--- config.mk ---
export PLATFORM = sky130hd
export DESIGN_NAME = rf_wb_ctrl
export DESIGN_NICKNAME = d
export VERILOG_FILES = /design/src/rtl/rv_pkg.sv /design/src/rtl/wb_fifo.sv /design/src/rtl/rf_wb_ctrl.sv
export SDC_FILE = /design/constraint.sdc
export NUM_CORES = 1
export LEC_CHECK = 0
export CELL_PAD_IN_SITES_DETAIL_PLACEMENT = 1
export CELL_PAD_IN_SITES_GLOBAL_PLACEMENT = 1
export CORE_MARGIN = 5
export CORE_UTILIZATION = 40
export CTS_CLUSTER_DIAMETER = 80
export DETAILED_ROUTE_END_ITERATION = 7
export GPL_ROUTABILITY_DRIVEN = 0
export GPL_TIMING_DRIVEN = 0
export PLACE_DENSITY = 0.87
export SYNTH_ARGS = -nofsm -noshare
export SYNTH_HDL_FRONTEND = slang
export SYNTH_SLANG_ARGS = --single-unit
--- constraint.sdc ---
create_clock -name clk -period 4.28 [get_ports clk]
set_clock_uncertainty 0.2 [all_clocks]
set_input_delay 0.856 -clock clk [delete_from_list [all_inputs] [get_ports clk]]
set_output_delay 0.856 -clock clk [all_outputs]
set_load 0.05 [all_outputs]
--- src/rtl/rv_pkg.sv ---
// Shared register-file types and widths for the writeback path.
package rv_pkg;
  localparam int XLEN       = 32;
  localparam int REG_ADDR_W = 5;
  localparam int NUM_REGS   = 32;

  typedef enum logic [1:0] {IDLE, DRAIN, CLEAR} wb_state_t;

  typedef struct packed {
    logic [REG_ADDR_W-1:0] rd;
    logic [XLEN-1:0]       wd;
  } wb_entry_t;
endpackage

--- src/rtl/wb_fifo.sv ---
// In-order sync FIFO: two write ports (port 0 lands ahead of port 1), one read port.
module wb_fifo #(
  parameter int W     = 32,
  parameter int AW    = 5,
  parameter int DEPTH = 4,
  localparam int PW   = $clog2(DEPTH),
  localparam int CW   = $clog2(DEPTH) + 1
) (
  input  logic                      clk,
  input  logic                      rst_n,
  input  logic                      wr0_en,
  input  logic [AW-1:0]             wr0_rd,
  input  logic [W-1:0]              wr0_wd,
  input  logic                      wr1_en,
  input  logic [AW-1:0]             wr1_rd,
  input  logic [W-1:0]              wr1_wd,
  input  logic                      rd_en,
  output logic [AW-1:0]             head_rd,
  output logic [W-1:0]              head_wd,
  output logic [CW-1:0]             count,
  output logic [DEPTH-1:0]          slot_vld,
  output logic [DEPTH-1:0][AW-1:0]  slot_rd
);
  logic [DEPTH-1:0][AW-1:0] mem_rd_q, mem_rd_d;
  logic [DEPTH-1:0][W-1:0]  mem_wd_q, mem_wd_d;
  logic [PW-1:0]            wptr_q, wptr_d, rptr_q, rptr_d;
  logic [CW-1:0]            count_q, count_d;
  logic [PW-1:0]            off;

  always_comb begin
    mem_rd_d = mem_rd_q;
    mem_wd_d = mem_wd_q;
    wptr_d   = wptr_q;
    if (wr0_en) begin
      mem_rd_d[wptr_d] = wr0_rd;
      mem_wd_d[wptr_d] = wr0_wd;
      wptr_d           = wptr_d + PW'(1);
    end
    if (wr1_en) begin
      mem_rd_d[wptr_d] = wr1_rd;
      mem_wd_d[wptr_d] = wr1_wd;
      wptr_d           = wptr_d + PW'(1);
    end
    rptr_d  = rd_en ? rptr_q + PW'(1) : rptr_q;
    count_d = count_q + CW'(wr0_en) + CW'(wr1_en) - CW'(rd_en);
  end

  always_ff @(posedge clk or negedge rst_n) begin
    if (!rst_n) begin
      wptr_q  <= '0;
      rptr_q  <= '0;
      count_q <= '0;
    end else begin
      wptr_q  <= wptr_d;
      rptr_q  <= rptr_d;
      count_q <= count_d;
    end
  end

  // Payload storage carries no reset; only occupancy decides what is live.
  always_ff @(posedge clk) begin
    mem_rd_q <= mem_rd_d;
    mem_wd_q <= mem_wd_d;
  end

  always_comb begin
    off      = '0;
    slot_vld = '0;
    for (int i = 0; i < DEPTH; i++) begin
      off         = PW'(i) - rptr_q;
      slot_vld[i] = CW'(off) < count_q;
    end
  end

  assign head_rd = mem_rd_q[rptr_q];
  assign head_wd = mem_wd_q[rptr_q];
  assign count   = count_q;
  assign slot_rd = mem_rd_q;
endmodule

--- src/rtl/rf_wb_ctrl.sv ---
// Writeback controller: arbitrates ALU/load results into a FIFO, retires one write
// per cycle to the register file, publishes pending writes, and zero-fills x1..x31.
module rf_wb_ctrl #(
  parameter int XLEN  = 32,
  parameter int DEPTH = 4
) (
  input  logic                          clk,
  input  logic                          rst_n,
  input  logic                          alu_valid,
  input  logic [rv_pkg::REG_ADDR_W-1:0] alu_rd,
  input  logic [XLEN-1:0]               alu_wd,
  output logic                          alu_ready,
  input  logic                          ld_valid,
  input  logic [rv_pkg::REG_ADDR_W-1:0] ld_rd,
  input  logic [XLEN-1:0]               ld_wd,
  output logic                          ld_ready,
  input  logic                          clr_start,
  output logic                          clr_busy,
  output logic                          rf_we,
  output logic [rv_pkg::REG_ADDR_W-1:0] rf_rd,
  output logic [XLEN-1:0]               rf_wd,
  output logic [rv_pkg::NUM_REGS-1:0]   pend
);
  import rv_pkg::*;

  localparam int CW = $clog2(DEPTH) + 1;

  wb_state_t                          state_q, state_d;
  logic [REG_ADDR_W-1:0]              cnt_q, cnt_d;
  logic [CW-1:0]                      count, free;
  logic                               empty, pop, alu_push, ld_push;
  logic [REG_ADDR_W-1:0]              head_rd;
  logic [XLEN-1:0]                    head_wd;
  logic [DEPTH-1:0]                   slot_vld;
  logic [DEPTH-1:0][REG_ADDR_W-1:0]   slot_rd;

  assign empty = (count == '0);
  assign free  = CW'(DEPTH) - count;

  // Readies look only at the registered count so a full FIFO never accepts, even while popping.
  always_comb begin
    alu_ready = 1'b0;
    ld_ready  = 1'b0;
    if (state_q == IDLE) begin
      if (free >= CW'(2)) begin
        alu_ready = 1'b1;
        ld_ready  = 1'b1;
      end else if (free == CW'(1)) begin
        ld_ready  = 1'b1;
        alu_ready = !ld_valid;
      end
    end
  end

  assign alu_push = alu_valid && alu_ready && (alu_rd != '0);
  assign ld_push  = ld_valid && ld_ready && (ld_rd != '0);

  wb_fifo #(.W(XLEN), .AW(REG_ADDR_W), .DEPTH(DEPTH)) u_fifo (
    .clk      (clk),
    .rst_n    (rst_n),
    .wr0_en   (alu_push),
    .wr0_rd   (alu_rd),
    .wr0_wd   (alu_wd),
    .wr1_en   (ld_push),
    .wr1_rd   (ld_rd),
    .wr1_wd   (ld_wd),
    .rd_en    (pop),
    .head_rd  (head_rd),
    .head_wd  (head_wd),
    .count    (count),
    .slot_vld (slot_vld),
    .slot_rd  (slot_rd)
  );

  // DRAIN leaves as its last entry retires, so CLEAR follows the final pop directly.
  always_comb begin
    state_d = state_q;
    cnt_d   = cnt_q;
    unique case (state_q)
      IDLE:  if (clr_start) state_d = DRAIN;
      DRAIN: if (count <= CW'(1)) begin
        state_d = CLEAR;
        cnt_d   = REG_ADDR_W'(1);
      end
      CLEAR: begin
        cnt_d = cnt_q + REG_ADDR_W'(1);
        if (cnt_q == '1) begin
          state_d = IDLE;
          cnt_d   = REG_ADDR_W'(1);
        end
      end
      default: state_d = IDLE;
    endcase
  end

  always_ff @(posedge clk or negedge rst_n) begin
    if (!rst_n) begin
      state_q <= IDLE;
      cnt_q   <= REG_ADDR_W'(1);
    end else begin
      state_q <= state_d;
      cnt_q   <= cnt_d;
    end
  end

  always_comb begin
    rf_we = !empty;
    rf_rd = head_rd;
    rf_wd = head_wd;
    if (state_q == CLEAR) begin
      rf_we = 1'b1;
      rf_rd = cnt_q;
      rf_wd = '0;
    end
  end

  assign pop      = rf_we && (state_q != CLEAR);
  assign clr_busy = (state_q != IDLE);

  always_comb begin
    pend = '0;
    for (int i = 0; i < DEPTH; i++) begin
      if (slot_vld[i]) pend[slot_rd[i]] = 1'b1;
    end
    pend[0] = 1'b0;
  end
endmodule
==> flow_summary_export.csv, run 1 <==
group,metric,value,unit
status,outcome,"finished clean",
routing,initialDrtViolationCount,975,
synthesis,mappedNetlistArea,9650,um^2
hold_path,hold-path-cell-count,2,
routing,drt-total-wl,42.3,mm
timing,max_freq,235,MHz
critical_path,cpMaxStageDelayCell,"sky130_fd_sc_hd__clkdlybuf4s15_1",
clocking,tritoncts_buffers,17,
cells_and_area,final_layout_size_suffix_gt1_frac,0.134,
clocking,worst_skew_pair.late_latency,0.44,ns
synthesis,yosysTopAreaCellShare,0.307,
critical_path,slowest_delay,0.45,ns
timing,report.final.slew_viol_count,0,
critical_path,worst_path_required_time,3.22,ns
synthesis,synthArstFlopShare,0.0864,
cells_and_area,final_nets,1495,
global_route,overflow,0,
synthesis,synth_seq_cells,162,
synthesis,synth.area.top_cells,"sky130_fd_sc_hd__dfxtp_1, sky130_fd_sc_hd__a21oi_1, sky130_fd_sc_hd__mux4_2",
floorplan,die_area,27300,um^2
clocking,postCtsSetupBuffers,0,
clocking,clock_tree.buffer_depth,2,
timing,min_period,4.26,ns
place,detailedPlacementHpwl,29.7,mm
cells_and_area,antenna_cells,0,
cells_and_area,design_area,12200,um^2
floorplan,floorplan.initialDensity,0.409,
critical_path,arrival,3.21,ns
synthesis,synth_flop_cell,"sky130_fd_sc_hd__dfxtp_1",
place,portBuffers,150,
routing,via_count,10800,
clocking,tritoncts_num_sinks,162,
clocking,cts_tree,"built",
synthesis,synth_nets,1329,
critical_path,worstRegToRegCells,16,
synthesis,synth_sequential_area_ratio,0.343,
timing,setup_violations_final,0,
synthesis,synth_edf_count,0,
clocking,cts-hold-fix-buffers,0,
floorplan,floorplan.core_area,23600,um^2
critical_path,timing.critical_path.cells,"buf_2 -> buf_4 -> xnor2_1 -> inv_1 -> ha_1 -> a21oi_2 -> o21bai_2 -> o22ai_1 -> a221o_1 -> clkdlybuf4s15_1",
global_route,grtUsageTotal,0.306,
timing,rsz0062_at_grt,"yes",
synthesis,yosys.cell_types.count,51,
run,drv.max_cap_violation_count,0,
routing,dr.pass1.iters,6,
synthesis,synth-warning-count,0,
global_route,antenna_found_initial,0,
timing,final_min_period_over_clock_period,0.996,
floorplan,die_y,165,um
critical_path,setup.worst_path.class,"flop to primary output",
critical_path,crit_path_start_kind,"flop",
routing,final_antenna_net_count,0,
timing,worst_pin_slew,0.809,ns
global_route,wire_length_of_the_first_global_routing_pass,64.3,mm
clocking,cts-htree-levels,4,
global_route,maximum_number_of_pins_on_one_net_before_global_route_repair,20,
routing,post_drt_via_cell_ratio,6.23,
floorplan,fp.dieW,165,um
timing,finalHoldViolations,0,
synthesis,post_synth.cell_area_avg,7.86,um^2
hold_path,hold_class,"flop to flop",
synthesis,synth_largest_area_cell,"sky130_fd_sc_hd__dfxtp_1",
floorplan,io-pin-count,152,
critical_path,critical_path.endpoint_type,"primary output",
cells_and_area,layout-area-overhead-vs-synth,26.5,%
timing,max-slew-margin-rel,0.459,
place,postPlaceCellArea,11500,um^2
clocking,clk_root_buffer_cell,"sky130_fd_sc_hd__clkbuf_16",
routing,drcViolationCount,0,
floorplan,number_of_placement_rows,56,
global_route,grt_pass1_vias,11600,
critical_path,path_max_fanout,10,
synthesis,postSynthCellCount,1228,
routing,routed_wl_per_cell,24.5,um
clocking,clkTransAtPathRegs,0.07,ns
## cell families after synthesis
group,after synthesis,synth area share
AND/OR/NAND/NOR,516,0.235
AO/OA/AOI/OAI,376,0.227
flip-flops,162,0.343
buffers and inverters,107,0.0704
multiplexers,38,0.0874
adder cells (fa/ha/maj),22,0.0301
XOR/XNOR,6,0.00545
other,1,0.000389
## metal layers
layer  track usage  up-vias  share of wire
met5             0        -              0
met4         0.159        0          0.049
met3        0.0648      173          0.091
met2         0.518      680           0.48
met1         0.365     5253           0.38
li1              -     4650              -
## registers in the layout, indices dropped and copies added, names as in the netlist
signal and count:
state_q 2, u_fifo.mem_wd_q 128, u_fifo.rptr_q 2, u_fifo.wptr_q 2, cnt_q 5, u_fifo.count 3, u_fifo.slot_rd 20
## final timing paths
kind,start,endpoint,slack (ns)
max,u_fifo.rptr_q[0],pend[9],0.02
max reg2reg,u_fifo.count[1],u_fifo.mem_wd_q[1],0.13
min in group asynchronous,rst_n,cnt_q[1],0.63
max in group asynchronous,rst_n,u_fifo.rptr_q[1],2.76
min,u_fifo.mem_wd_q[60],u_fifo.mem_wd_q[60],0.25
min reg2reg,u_fifo.mem_wd_q[60],u_fifo.mem_wd_q[60],0.25
## critical path, delay by kind of cell (launching register included)
| kind | cells | cell delay, ns |
|---|---|---|
| buf+inv | 4 | 0.92 |
| flops | 1 | 0.39 |
| xor+xnor | 1 | 0.22 |
| fa+ha+maj | 1 | 0.29 |
| compound gates | 4 | 0.94 |
## cell usage after synthesis, drive strengths merged, types with 6 or more instances
cell and number:
a21oi 272, dfxtp 148, o22ai 22, o221ai 8, mux4 37, nor3 15
nand3 22, nand2 189, a221o 17, o22a 7, o21ai 10, nand2b 17
nor2 202, inv 15, and2 8, a211o 6, a221oi 20, dfrtp 13
buf 60, nor2b 52, ha 20, clkbuf 31
## placed cells by master, fill, tap and decap left out, types with 5 or more instances in the layout
master                            Yosys  final
sky130_fd_sc_hd__a211o_1              6      6
sky130_fd_sc_hd__a221oi_1            20     20
sky130_fd_sc_hd__mux4_2              37     37
sky130_fd_sc_hd__o22a_1               7      7
sky130_fd_sc_hd__dfrtp_1             13     12
sky130_fd_sc_hd__o22ai_1             22     22
sky130_fd_sc_hd__dfxtp_1            148    148
sky130_fd_sc_hd__nor2_1             202    201
sky130_fd_sc_hd__clkbuf_16            0     17
sky130_fd_sc_hd__buf_2               24     24
sky130_fd_sc_hd__buf_8               12     12
sky130_fd_sc_hd__o21ai_0              9      6
sky130_fd_sc_hd__buf_4                2      5
sky130_fd_sc_hd__o221ai_1             8      8
sky130_fd_sc_hd__clkbuf_4             0      6
sky130_fd_sc_hd__nor3_1              15     15
sky130_fd_sc_hd__clkbuf_2             0     16
sky130_fd_sc_hd__a221o_1             17     17
sky130_fd_sc_hd__a21oi_1            272    270
sky130_fd_sc_hd__inv_1               15     15
sky130_fd_sc_hd__ha_1                20     20
sky130_fd_sc_hd__buf_6               14     14
sky130_fd_sc_hd__nand3_1             18     18
sky130_fd_sc_hd__clkdlybuf4s50_1      0    119
sky130_fd_sc_hd__nand2b_1            17     17
sky130_fd_sc_hd__and2_1               8      7
sky130_fd_sc_hd__clkdlybuf4s15_2      0     19
sky130_fd_sc_hd__clkbuf_1            31     19
sky130_fd_sc_hd__nand2_1            186    185
sky130_fd_sc_hd__nor2b_1             52     51
## final cells by class
| class | instances | area (um^2) |
|---|---|---|
| fillers | 2909 | 11400 |
| multi-input cells | 959 | 5720 |
| flip-flops and latches | 162 | 3320 |
| repair buffers | 150 | 1480 |
| plain buffers | 88 | 649 |
| clock buffers | 17 | 425 |
| well taps | 319 | 399 |
| clock inverters | 15 | 158 |
| inverters | 16 | 60.1 |
## per-stage QoR
stage	TNS [ns]	setup WS (ns)	cells	util	hold slack, ns
2_1_floorplan	0	0.605	1228	-	0.227
3_3_place_gp	-39.32	-0.605	1697	0.489	0.235
3_5_place_dp	-51.17	-0.636	1697	0.489	0.244
4_1_cts	-0.0225	-0.0225	1727	0.516	0.255
5_1_grt	-0.213	-0.0732	1726	0.517	0.269
6_report	0	0.0179	1726	0.517	0.254
## timing repair
action	in CTS	in global routing
endpoints found under the hold margin	0	0
endpoints found under the setup margin	52	144
gates resized for setup	106	41
Power of run 1 is not shown: default switching activity piles up to over one toggle a cycle in this logic, so the estimate is an artifact.
==> inputs of run 2 (changes only) <==
GPL_ROUTABILITY_DRIVEN = 1   (was 0)
SKIP_CTS_REPAIR_TIMING = 1   (was not set)
==> run 2 against run 1 <==
Wire length up 0.82%. Non-clock buffer count is 3 higher. Clock-buffer cell count is 1 higher. Register-to-register slack better by 0.02 ns. First-iteration DRC count is 2.2% lower. Cell count grew 0.17%. Core utilization decreased by 0.18 points. Via count is 0.47% lower. Design area shrank 0.35%. Worst setup slack improved by 0.078 ns. Critical path depth unchanged. Critical path type unchanged. Critical endpoint is now pend[19].
==> flow_summary_export.csv, run 2 (synthesis gave the netlist of run 1 again) <==
group,metric,value,unit
cells_and_area,antenna_cells,0,
timing,setup_violations_final,0,
place,place.gp.congestion,0.960,
routing,final_antenna_net_count,0,
critical_path,setup.worst_path.class,"flop to primary output",
critical_path,path_max_fanout,10,
timing,layout_setup_ws,0.0957,ns
critical_path,worstRegToRegCells,16,
timing,report.final.slew_viol_count,0,
global_route,grtUsageTotal,0.308,
place,place_worst_setup_slack,-0.755,ns
hold_path,hold-path-cell-count,2,
routing,drcViolationCount,0,
cells_and_area,final_nets,1498,
clocking,worst_skew_pair.late_latency,0.43,ns
clocking,clk_root_buffer_cell,"sky130_fd_sc_hd__clkbuf_16",
critical_path,timing.critical_path.cells,"buf_2 -> clkbuf_4 -> xnor2_1 -> inv_1 -> ha_1 -> a21oi_2 -> o21ai_2 -> nor2_1 -> a211o_1 -> dlymetal6s2s_1",
timing,finalHoldViolations,0,
timing,max_freq,239,MHz
status,outcome,"finished clean",
floorplan,die_area,27300,um^2
critical_path,critPathTopFamily,"buffers and inverters",
cells_and_area,regMostFlops,"u_fifo.mem_wd_q",
critical_path,cpMaxStageDelayCell,"sky130_fd_sc_hd__o21ai_2",
timing,worst_pin_slew,0.867,ns
clocking,cts-htree-levels,4,
floorplan,floorplan.initialDensity,0.409,
critical_path,critical_path.endpoint_type,"primary output",
cells_and_area,final_core_util,0.515,
critical_path,critical_path_cell_count,10,
global_route,antenna_found_initial,0,
critical_path,arrival,3.13,ns
global_route,wire_length_of_the_first_global_routing_pass,64.3,mm
global_route,overflow,0,
clocking,cts_tree,"built",
place,portBuffers,150,
hold_path,hold_class,"flop to flop",
clocking,clkTransAtPathRegs,0.08,ns
floorplan,fp.dieW,165,um
run,drv.max_cap_violation_count,0,
clocking,clock_tree.buffer_depth,2,
floorplan,floorplan.core_area,23600,um^2
cells_and_area,layout-area-overhead-vs-synth,26.1,%
floorplan,die_y,165,um
routing,dr.pass1.iters,5,
timing,max-slew-margin-rel,0.420,
routing,via_count,10700,
place,detailedPlacementHpwl,30.3,mm
routing,routed_wl_per_cell,24.7,um
global_route,maximum_number_of_pins_on_one_net_before_global_route_repair,19,
timing,final_min_period_over_clock_period,0.978,
routing,drt-total-wl,42.7,mm
routing,post_drt_via_cell_ratio,6.19,
cells_and_area,commonest_non_fill_non_tap_cell_in_the_layout,"sky130_fd_sc_hd__a21oi_1",
critical_path,cp.buffers_inverters,4,
timing,min_period,4.18,ns
cells_and_area,final_layout_size_suffix_gt1_frac,0.135,
global_route,grt_pass1_vias,11400,
floorplan,number_of_placement_rows,56,
clocking,tritoncts_num_sinks,162,
timing,rsz0062_at_grt,"yes",
cells_and_area,top_library_cells_by_usage_in_the_layout_fill_and_taps_aside,"sky130_fd_sc_hd__a21oi_1, sky130_fd_sc_hd__nor2_1, sky130_fd_sc_hd__nand2_1, sky130_fd_sc_hd__dfxtp_1, sky130_fd_sc_hd__clkdlybuf4s50_1",
critical_path,crit_path_start_kind,"flop",
routing,initialDrtViolationCount,954,
clocking,tritoncts_buffers,17,
critical_path,slowest_delay,0.47,ns
cells_and_area,largest_register_ffs,128,
floorplan,io-pin-count,152,
critical_path,worst_path_required_time,3.22,ns
run 2: cell types whose count changed in the layout (fill, tap and decap cells not counted), sizes merged:
cell	previous run	this run
clkbuf	58	86
clkdlybuf4s18	1	0
clkdlybuf4s15	20	0
clkinv	6	7
clkinvlp	2	1
buf	57	49
inv	23	22
dlymetal6s2s	0	5
run 2: cell type report:
cell class              count  area (um^2)
inverters                  16         60.1
well taps                 319          399
plain buffers              89          668
clock inverters            14          164
repair buffers            152         1400
clock buffers              18          439
multi-input cells         959         5720
flip-flops and latches    162         3320
fillers                  2949        11400
run 2: worst paths after layout:
path                                       from  slack, ns              endpoint
min reg2reg                u_fifo.mem_wd_q[110]       0.26  u_fifo.mem_wd_q[110]
min                        u_fifo.mem_wd_q[110]       0.26  u_fifo.mem_wd_q[110]
max                            u_fifo.rptr_q[0]        0.1              pend[19]
max reg2reg                     u_fifo.count[1]       0.15   u_fifo.mem_wd_q[90]
max in group asynchronous                 rst_n       2.79      u_fifo.rptr_q[1]
min in group asynchronous                 rst_n       0.62              cnt_q[1]
run 2: worst register-to-register path, cell delays in order, from the launching register on:
cell and delay, ns:
sky130_fd_sc_hd__dfrtp_1 0.39, sky130_fd_sc_hd__inv_1 0.17, sky130_fd_sc_hd__ha_1 0.26, sky130_fd_sc_hd__ha_1 0.29, sky130_fd_sc_hd__or3b_1 0.44, sky130_fd_sc_hd__o22a_1 0.26
sky130_fd_sc_hd__buf_6 0.15, sky130_fd_sc_hd__nand2_2 0.12, sky130_fd_sc_hd__xnor2_1 0.26, sky130_fd_sc_hd__ha_1 0.23, sky130_fd_sc_hd__nand2_1 0.05, sky130_fd_sc_hd__a21oi_1 0.23
sky130_fd_sc_hd__and2_1 0.20, sky130_fd_sc_hd__buf_2 0.28, sky130_fd_sc_hd__buf_4 0.27, sky130_fd_sc_hd__a21oi_1 0.07, sky130_fd_sc_hd__a21oi_1 0.19
run 2: per-layer routing:
metal / GRT usage / part of all wire / wire length, um
met5: 0 / 0 / 0
met4: 0.154 / 0.047 / 1990
met3: 0.0643 / 0.087 / 3690
met2: 0.527 / 0.48 / 20500
met1: 0.367 / 0.39 / 16500
run 2: through the flow:
step	TNS [ns]	cell area, um^2	cells	hold slack (ns)
floorplan	0	9650	1228	0.227
global placement	-42.82	11500	1697	0.234
detailed placement	-54.55	11500	1697	0.244
CTS	-36.06	12200	1729	0.253
global route	-0.111	12200	1729	0.272
finish	0	12200	1729	0.256
Power of run 2 is left out for the same reason.
==> inputs of run 3 (changes only) <==
clock period = 4.3 ns   (was 4.28 ns; I/O delays follow)
==> run 3 against run 2 <==
First-iteration DRC count fell by 1.6%. Sequential share of layout area barely moved. Core utilization barely moved. Cell count did not move. Flip-flop and latch count did not move. Register-to-register slack barely moved. Design area barely moved. Non-clock buffer count did not move. Worst setup slack improved by 0.025 ns. Critical path type unchanged.
==> flow_summary_export.csv, run 3 (synthesis gave the netlist of run 1 again) <==
group,metric,value,unit
hold_path,hold_class,"flop to flop",
run,drv.max_cap_violation_count,0,
timing,rsz0062_at_grt,"yes",
cells_and_area,design_area,12200,um^2
routing,via_count,10700,
cells_and_area,commonest_non_fill_non_tap_cell_in_the_layout,"sky130_fd_sc_hd__a21oi_1",
routing,post_drt_via_cell_ratio,6.16,
routing,final_antenna_net_count,0,
clocking,worst_skew_pair.late_latency,0.44,ns
critical_path,crit_path_start_kind,"flop",
critical_path,arrival,3.12,ns
cells_and_area,regMostFlops,"u_fifo.mem_wd_q",
critical_path,worst_path_required_time,3.24,ns
critical_path,cpMaxStageDelayCell,"sky130_fd_sc_hd__o21ai_2",
cells_and_area,antenna_cells,0,
global_route,wire_length_of_the_first_global_routing_pass,64.3,mm
critical_path,r2r-start,"u_fifo.count[1]",
place,detailedPlacementHpwl,30.3,mm
timing,setup_violations_final,0,
clocking,tritoncts_num_sinks,162,
timing,finalHoldViolations,0,
routing,drcViolationCount,0,
routing,initialDrtViolationCount,939,
place,postPlaceCellArea,11500,um^2
timing,final_min_period_over_clock_period,0.972,
floorplan,floorplan.core_area,23600,um^2
clocking,clkTransAtPathRegs,0.07,ns
status,outcome,"finished clean",
cells_and_area,sequential_cell_area,3320,um^2
critical_path,r2r_setup_slack,0.15,ns
routing,dr.pass1.iters,5,
global_route,maximum_number_of_pins_on_one_net_before_global_route_repair,19,
routing,drt-total-wl,42.6,mm
floorplan,floorplan.initialDensity,0.409,
global_route,grt_pass1_vias,11400,
floorplan,fp.dieW,165,um
timing,worst_pin_slew,0.868,ns
critical_path,path_max_fanout,10,
cells_and_area,final_core_util,0.515,
timing,tns,0,ns
global_route,grtUsageTotal,0.308,
floorplan,die_area,27300,um^2
cells_and_area,layout-area-overhead-vs-synth,26.0,%
floorplan,number_of_placement_rows,56,
clocking,tritoncts_buffers,17,
timing,min_period,4.18,ns
timing,max_freq,239,MHz
timing,max-slew-margin-rel,0.419,
floorplan,die_y,165,um
place,portBuffers,150,
critical_path,slowest_delay,0.46,ns
critical_path,worst_setup_path_startpoint,"u_fifo.rptr_q[0]",
cells_and_area,area_of_the_multi_input_gates,5710,um^2
place,place.gp.congestion,0.960,
hold_path,min_from,"u_fifo.mem_wd_q[75]",
clocking,clock_tree.buffer_depth,2,
timing,report.final.slew_viol_count,0,
routing,routed_wl_per_cell,24.7,um
cells_and_area,top_library_cells_by_usage_in_the_layout_fill_and_taps_aside,"sky130_fd_sc_hd__a21oi_1, sky130_fd_sc_hd__nor2_1, sky130_fd_sc_hd__nand2_1, sky130_fd_sc_hd__dfxtp_1, sky130_fd_sc_hd__clkdlybuf4s50_1",
cells_and_area,finalNonFillerCells,1729,
critical_path,timing.critical_path.cells,"buf_2 -> clkbuf_4 -> xnor2_1 -> inv_1 -> ha_1 -> a21oi_2 -> o21ai_2 -> nor2_1 -> a211o_1 -> dlymetal6s2s_1",
cells_and_area,final_layout_size_suffix_gt1_frac,0.134,
place,numPlacedInstances,1697,
clocking,clk_root_buffer_cell,"sky130_fd_sc_hd__clkbuf_16",
cells_and_area,fillCellCount,2948,
cells_and_area,final_nets,1498,
critical_path,critical_path.endpoint_type,"primary output",
critical_path,setup.worst_path.class,"flop to primary output",
clocking,cts-htree-levels,4,
global_route,antenna_found_initial,0,
floorplan,io-pin-count,152,
cells_and_area,largest_register_ffs,128,
global_route,overflow,0,
clocking,cts_tree,"built",
run 3: changes by cell type in the layout (fill, tap and decap cells not counted):
cell / before / now
sky130_fd_sc_hd__a21oi_1: 269 / 270
sky130_fd_sc_hd__a21oi_2: 3 / 2
sky130_fd_sc_hd__nand2_2: 5 / 4
sky130_fd_sc_hd__nand2_1: 184 / 185
sky130_fd_sc_hd__clkbuf_4: 11 / 13
sky130_fd_sc_hd__buf_4: 8 / 6
run 3: worst paths after layout:
| check | endpoint | depth (start not counted) |
|---|---|---|
| worst max-delay path | pend[19] | 10 |
| worst min-delay path | u_fifo.mem_wd_q[75] | 2 |
| worst max register to register | u_fifo.mem_wd_q[90] | 16 |
| worst min register to register | u_fifo.mem_wd_q[75] | 2 |
| max in group asynchronous | u_fifo.count[0] | 1 |
| min in group asynchronous | cnt_q[1] | 1 |
run 3: area by class of cell:
cell class	instances	share of cell area
Inverter	16	0.00494
Buffer	89	0.0550
Clock buffer	18	0.0361
Tap cell	319	0.0328
Timing Repair Buffer	152	0.115
Multi-Input combinational cell	959	0.470
Clock inverter	14	0.0135
Sequential cell	162	0.273
run 3: routing by layer:
metal | vias to the layer above | share of wire | track usage
met1 | 5201 | 0.38 | 0.367
li1 | 4667 | - | -
met5 | - | 0 | 0
met4 | 0 | 0.045 | 0.154
met2 | 641 | 0.48 | 0.527
met3 | 147 | 0.087 | 0.0643
run 3: metrics by stage:
stage / worst slack [ns] / hold WS, ns
after floorplan: 0.621 / 0.227
after global placement: -0.628 / 0.234
after detailed placement: -0.739 / 0.244
after CTS: -1.22 / 0.253
after global routing: -0.0121 / 0.272
final: 0.120 / 0.256
run 3: critical path: cells and delay by family, from the launching register on:
kind	cells	cell delay [ns]
AO/OA/AOI/OAI	3	0.83
adder cells (fa/ha/maj)	1	0.29
AND/OR/NAND/NOR	1	0.14
flip-flops	1	0.32
buffers and inverters	4	0.93
XOR/XNOR	1	0.17
Power of run 3 is left out for the same reason.
